[src/rtl/branch_history_table.sv]
// branch_history_table
//   Table of 2-bit saturating branch counters indexed by the low PC bits.
//   Fetch side: registered 1-cycle lookup returning the counter and its
//   direction bit. Execute side: 2-stage read-modify-write update pipeline.
//   Stage U1 captures the index, the outcome and the current counter.
//   Stage U2 writes the saturated next value back to the table.
//   Back-to-back updates to the same index forward the value being written.
//
//   Optional build macro: PREDICTOR_BYPASS_EN
//     defined   - a lookup that hits the U2 write index returns the new value
//     undefined - such a lookup returns the pre-write table contents
module branch_history_table #(
   parameter int         PC_WIDTH   = 32,
   parameter int         INDEX_BITS = 5,
   parameter logic [1:0] INIT_STATE = 2'b01
) (
   input  logic                clock,
   input  logic                reset,
   input  logic                lookup_valid,
   input  logic [PC_WIDTH-1:0] lookup_pc,
   output logic                predict_valid,
   output logic                predict_taken,
   output logic [1:0]          predict_state,
   input  logic                update_valid,
   input  logic [PC_WIDTH-1:0] update_pc,
   input  logic                update_taken,
   output logic                update_busy
);

   localparam int DEPTH = 2 ** INDEX_BITS;

   // Two-bit counter step: +1 on taken, -1 on not-taken, clamped at 00/11.
   function automatic logic [1:0] sat_step(input logic [1:0] cnt, input logic taken);
      logic [1:0] nxt;
      nxt = cnt;
      if (taken) begin
         if (cnt != 2'b11) nxt = cnt + 2'd1;
      end else begin
         if (cnt != 2'b00) nxt = cnt - 2'd1;
      end
      return nxt;
   endfunction

   logic [1:0]            bht [DEPTH];

   logic [INDEX_BITS-1:0] lk_idx_p0;
   logic [INDEX_BITS-1:0] upd_idx_p0;
   logic [1:0]            upd_cur_p0;
   logic [1:0]            lk_val_p0;

   logic                  vld_p1;
   logic [INDEX_BITS-1:0] idx_p1;
   logic                  taken_p1;
   logic [1:0]            cnt_p1;
   logic [1:0]            wr_val_p1;

   // Tag-free indexing: upper PC bits alias onto the same entry.
   assign lk_idx_p0  = lookup_pc[INDEX_BITS-1:0];
   assign upd_idx_p0 = update_pc[INDEX_BITS-1:0];

   logic unused_pc_bits;
   assign unused_pc_bits = ^{lookup_pc[PC_WIDTH-1:INDEX_BITS], update_pc[PC_WIDTH-1:INDEX_BITS]};

   // ---- U2: saturated next value for the entry held in U1 ----
   assign wr_val_p1   = sat_step(cnt_p1, taken_p1);
   assign update_busy = vld_p1;

   // U1 read: take the value U2 is writing when the indices collide, else the table.
   always_comb begin
      upd_cur_p0 = bht[upd_idx_p0];
      if (vld_p1 && (idx_p1 == upd_idx_p0)) upd_cur_p0 = wr_val_p1;
   end

   // Lookup read: optionally sees the value U2 is committing this cycle.
   always_comb begin
      lk_val_p0 = bht[lk_idx_p0];
`ifdef PREDICTOR_BYPASS_EN
      if (vld_p1 && (idx_p1 == lk_idx_p0)) lk_val_p0 = wr_val_p1;
`endif
   end

   // ---- p0 -> p1: U1 capture of index, outcome and current counter ----
   // Update valid flag; reset drops any in-flight update.
   always_ff @(posedge clock or posedge reset) begin
      if (reset) vld_p1 <= 1'b0;
      else       vld_p1 <= update_valid;
   end

   // U1 datapath capture; only meaningful while vld_p1 is set.
   always_ff @(posedge clock) begin
      if (update_valid) begin
         idx_p1   <= upd_idx_p0;
         taken_p1 <= update_taken;
         cnt_p1   <= upd_cur_p0;
      end
   end

   // ---- p1 -> table: U2 write-back ----
   // Counter table: reset to the initial state, written by U2.
   always_ff @(posedge clock or posedge reset) begin
      if (reset) begin
         for (int i = 0; i < DEPTH; i++) bht[i] <= INIT_STATE;
      end else if (vld_p1) begin
         bht[idx_p1] <= wr_val_p1;
      end
   end

   // ---- p0 -> p1: registered prediction, zeroed when no lookup ----
   // Prediction outputs follow lookup_valid one cycle later.
   always_ff @(posedge clock or posedge reset) begin
      if (reset) begin
         predict_valid <= 1'b0;
         predict_taken <= 1'b0;
         predict_state <= 2'b00;
      end else begin
         predict_valid <= lookup_valid;
         predict_taken <= lookup_valid ? lk_val_p0[1] : 1'b0;
         predict_state <= lookup_valid ? lk_val_p0 : 2'b00;
      end
   end

endmodule
[config.mk]
export PLATFORM = sky130hd
export DESIGN_NAME = branch_history_table
export DESIGN_NICKNAME = d
export VERILOG_FILES = /design/src/rtl/branch_history_table.sv
export SDC_FILE = /design/constraint.sdc
export NUM_CORES = 1
export LEC_CHECK = 0
export CAP_MARGIN = 25
export CELL_PAD_IN_SITES_DETAIL_PLACEMENT = 0
export CELL_PAD_IN_SITES_GLOBAL_PLACEMENT = 1
export CORE_UTILIZATION = 47
export DETAILED_ROUTE_END_ITERATION = 10
export GPL_ROUTABILITY_DRIVEN = 0
export PLACE_DENSITY_LB_ADDON = 0.1
export REMOVE_ABC_BUFFERS = 1
export SYNTH_ARGS = -nofsm -noshare
export SYNTH_HDL_FRONTEND = slang
export SYNTH_SLANG_ARGS = --single-unit
[constraint.sdc]
create_clock -name clock -period 3.25 [get_ports clock]
set_input_delay 0.325 -clock clock [delete_from_list [all_inputs] [get_ports clock]]
set_output_delay 0.325 -clock clock [all_outputs]
set_load 0.05 [all_outputs]
==> results.md <==
* Drt pass-1 iters at 6
* Combinational family with the most area after synthesis: multiplexers
* Number of library cell types mapped by synthesis at 40
* Die Span Y at 97.1 µm
* Compound-Gate Fraction of Synth Area at 0.0165
* Worst-skew pair later-pin latency at 350 ps
* Global route overflow at 0
* Io pins at 74
* Synth Area in XOR/XNOR at 0.0103
* CTS root buf: clkbuf_8
* Final core utilization at 0.543
* P per Cell Area at 643 nW/µm²
* Syn Area/Cell at 14.0 µm²
* Post-synthesis mux area share at 0.394
* First DRT Iteration DRCs at 123
* Mapped Cells at 304
* Via count at 2,588
* Cell taking the most area after synthesis: dfrtp_1
* Ys Warns at 0
* Final HPWL DP at 6.57 mm
* Fin. max-slew vios at 0
* Vias per inst at 5.98
* DIE WIDTH at 97.1 µm
* WP data required at 3360 ps
* Global-route wire length before repair at 15.5 mm
* Fill cells at 722
* GR Util All Layers at 0.219
* Yosys reg bits at 76
* Maximum clock rate at 411 MHz
* Die area at 9430 µm²
* CTS clk-pin slew, worst paths at 80 ps
* Total core area at 8720 µm²
* Seq. cell area at 1980 µm²
* Multi-input logic area at 2140 µm²
* Antenna violations before repair at 0
* Setup Skew at 10.9 ps
* Worst-case clock buffer depth at 2
* Slew headroom at 0.425
* Wirelength per Cell at 21.9 µm
* Largest net degree at the start of global routing at 69
* Count of final hold-check violations at 0
* Worst-Margin Slew at 863 ps
* CP Capture Type: flop
* Postcts setup bufs at 0
* WL final at 9.47 mm
* Resized cells post-CTS at 0
* Antenna Cells at 0
* Max Cap Viol at 0
* Adder-cell area share of the yosys netlist at 0.00471
* Hold buffers post-CTS at 0
* Synth Area in Simple Gates at 0.0789
* CP startpoint kind: primary input
* RSZ-0062 raised after global routing: false
* Post-synth top area share at 0.212
* Final TNS setup at 0 ps
* Worst vdd ir at 0.254 mV
* Buffers on Ports at 19
* Tcrit/Tclk final at 0.748
* Initial Utilization at 0.488
* Area delta synth->final at 11.4%
* Minimum clock period after layout at 2430 ps
* TritonCTS Buffers at 9
* LEAKAGE at 1.97 nW
* Sequential area share after synthesis at 0.466
* Kind of critical path: primary input to flop
* Synth top area cells: dfrtp_1, dfstp_2, mux2_2
* Worst EP arrival at 2540 ps
* Vias in the first global route at 2,682
* CTS tree: built
* Cell area after synthesis at 4250 µm²
* Row count at 34
* ANT nets after route at 0
* Final setup viols at 0
* Nets@finish at 389
* Post-route DRC at 0
* Htree depth at 3
* Sink Count at 76
* Outcome: completed
* Critical path fanouts, max at 9
* Fraction of layout cells with a size suffix above 1 at 0.351
* Worst hold-check path type: primary input to async pin
==> synthesized netlist by cell type <==
cell / instances
mux2i_1: 30
edfxtp_1: 8
or2_1: 1
buf_6: 1
nor3b_1: 4
and2b_1: 1
mux2_1: 25
and4_1: 2
clkbuf_1: 14
a2bb2oi_1: 2
buf_2: 2
xnor2_1: 1
a41o_1: 1
and3b_1: 1
nor3_1: 1
nor2_1: 19
buf_4: 3
and2_1: 1
a221oi_1: 1
or3b_1: 1
buf_8: 1
xor2_1: 4
dfrtp_1: 36
maj3_1: 2
nor2b_1: 2
nand3b_1: 5
nand2_1: 18
a221o_1: 1
dfstp_2: 32
nand3_1: 5
mux2_2: 40
nor4_1: 1
mux4_1: 9
a31o_1: 1
a22oi_1: 2
mux4_2: 18
and3_1: 3
inv_1: 2
nand2b_1: 1
buf_1: 2
==> area by class of cell <==
cell class,instances,share of cell area
timing repair buffer,28,0.0571
clock inverter,3,0.00370
multi-input combinational,203,0.452
inverter,2,0.00158
clock buffer,13,0.0383
sequential,76,0.418
tap,108,0.0285
==> cells by family (layout without fill, tap and decap cells) <==
group,count (synthesis),after routing
multiplexers,122,122
flip-flops,76,76
AND/OR/NAND/NOR,66,66
buffers and inverters,25,46
AO/OA/AOI/OAI,8,8
XOR/XNOR,5,5
adder cells (fa/ha/maj),2,2
==> registers in the layout (all words and copies together) (netlist names) <==
register       count
bht               64
cnt_p1             2
idx_p1             5
predict_state      2
predict_valid      1
taken_p1           1
update_busy        1
==> routing by layer <==
| metal | share of wire | global-route usage | vias to the layer above | routed length, µm |
|---|---|---|---|---|
| met5 | 0 | 0 | - | 0 |
| met4 | 0.012 | 0.0631 | 0 | 116 |
| met3 | 0.038 | 0.0489 | 8 | 360 |
| met2 | 0.47 | 0.332 | 57 | 4450 |
| met1 | 0.48 | 0.318 | 1342 | 4540 |
| li1 | - | - | 1181 | - |
==> stage by stage <==
stage          cells  power, W  area [µm²]  worst slack [ps]  hold slack (ps)
4_1_cts          433   0.00307        4740               824              380
3_5_place_dp     417   0.00234        4540               456              502
6_report         433   0.00304        4740               818              362
2_1_floorplan    281   0.00205        4130              1270              356
5_1_grt          433   0.00321        4740               781              381
3_3_place_gp     417   0.00231        4540               441              494
==> critical path, stage by stage <==
cell and delay (ps):
clkdlybuf4s50_1 850, mux4_2 560, mux2_2 290, a221o_1 300, a31o_1 210
==> layout by cell type (no fill, tap or decap), types with 2 or more instances in the layout <==
cell,synthesis,routed
mux2_2,40,40
dfrtp_1,36,36
dfstp_2,32,32
mux2i_1,30,30
mux2_1,25,25
nor2_1,19,19
clkdlybuf4s50_1,0,19
nand2_1,18,18
mux4_2,18,18
mux4_1,9,9
clkbuf_8,0,9
edfxtp_1,8,8
buf_4,3,8
nand3_1,5,5
nand3b_1,5,5
nor3b_1,4,4
xor2_1,4,4
and3_1,3,3
maj3_1,2,2
a2bb2oi_1,2,2
nor2b_1,2,2
a22oi_1,2,2
and4_1,2,2
clkinv_2,0,2
clkbuf_1,14,2
clkbuf_16,0,2
==> worst paths after layout <==
path	start	to	slack (ps)	cells after the start
setup / recovery	update_pc[0]	cnt_p1[1]	820	5
hold / removal	reset	bht[13]	360	3
setup reg to reg	update_busy	bht[47]	1300	3
hold reg to reg	bht[15]	bht[15]	510	1
max in group asynchronous	reset	bht[28]	2540	3
min in group clock	lookup_valid	predict_valid	490	1
==> report_power, final <==
group	total [W]	internal, W	switching (W)	leakage, nW
registers	0.00153	0.00132	0.000207	0.876
clock network	0.000725	0.000369	0.000355	0.0997
logic	0.000792	0.000466	0.000326	0.993
total	0.00304	0.00216	0.000888	1.97
Note: power is estimated with default switching activity, not from simulation.
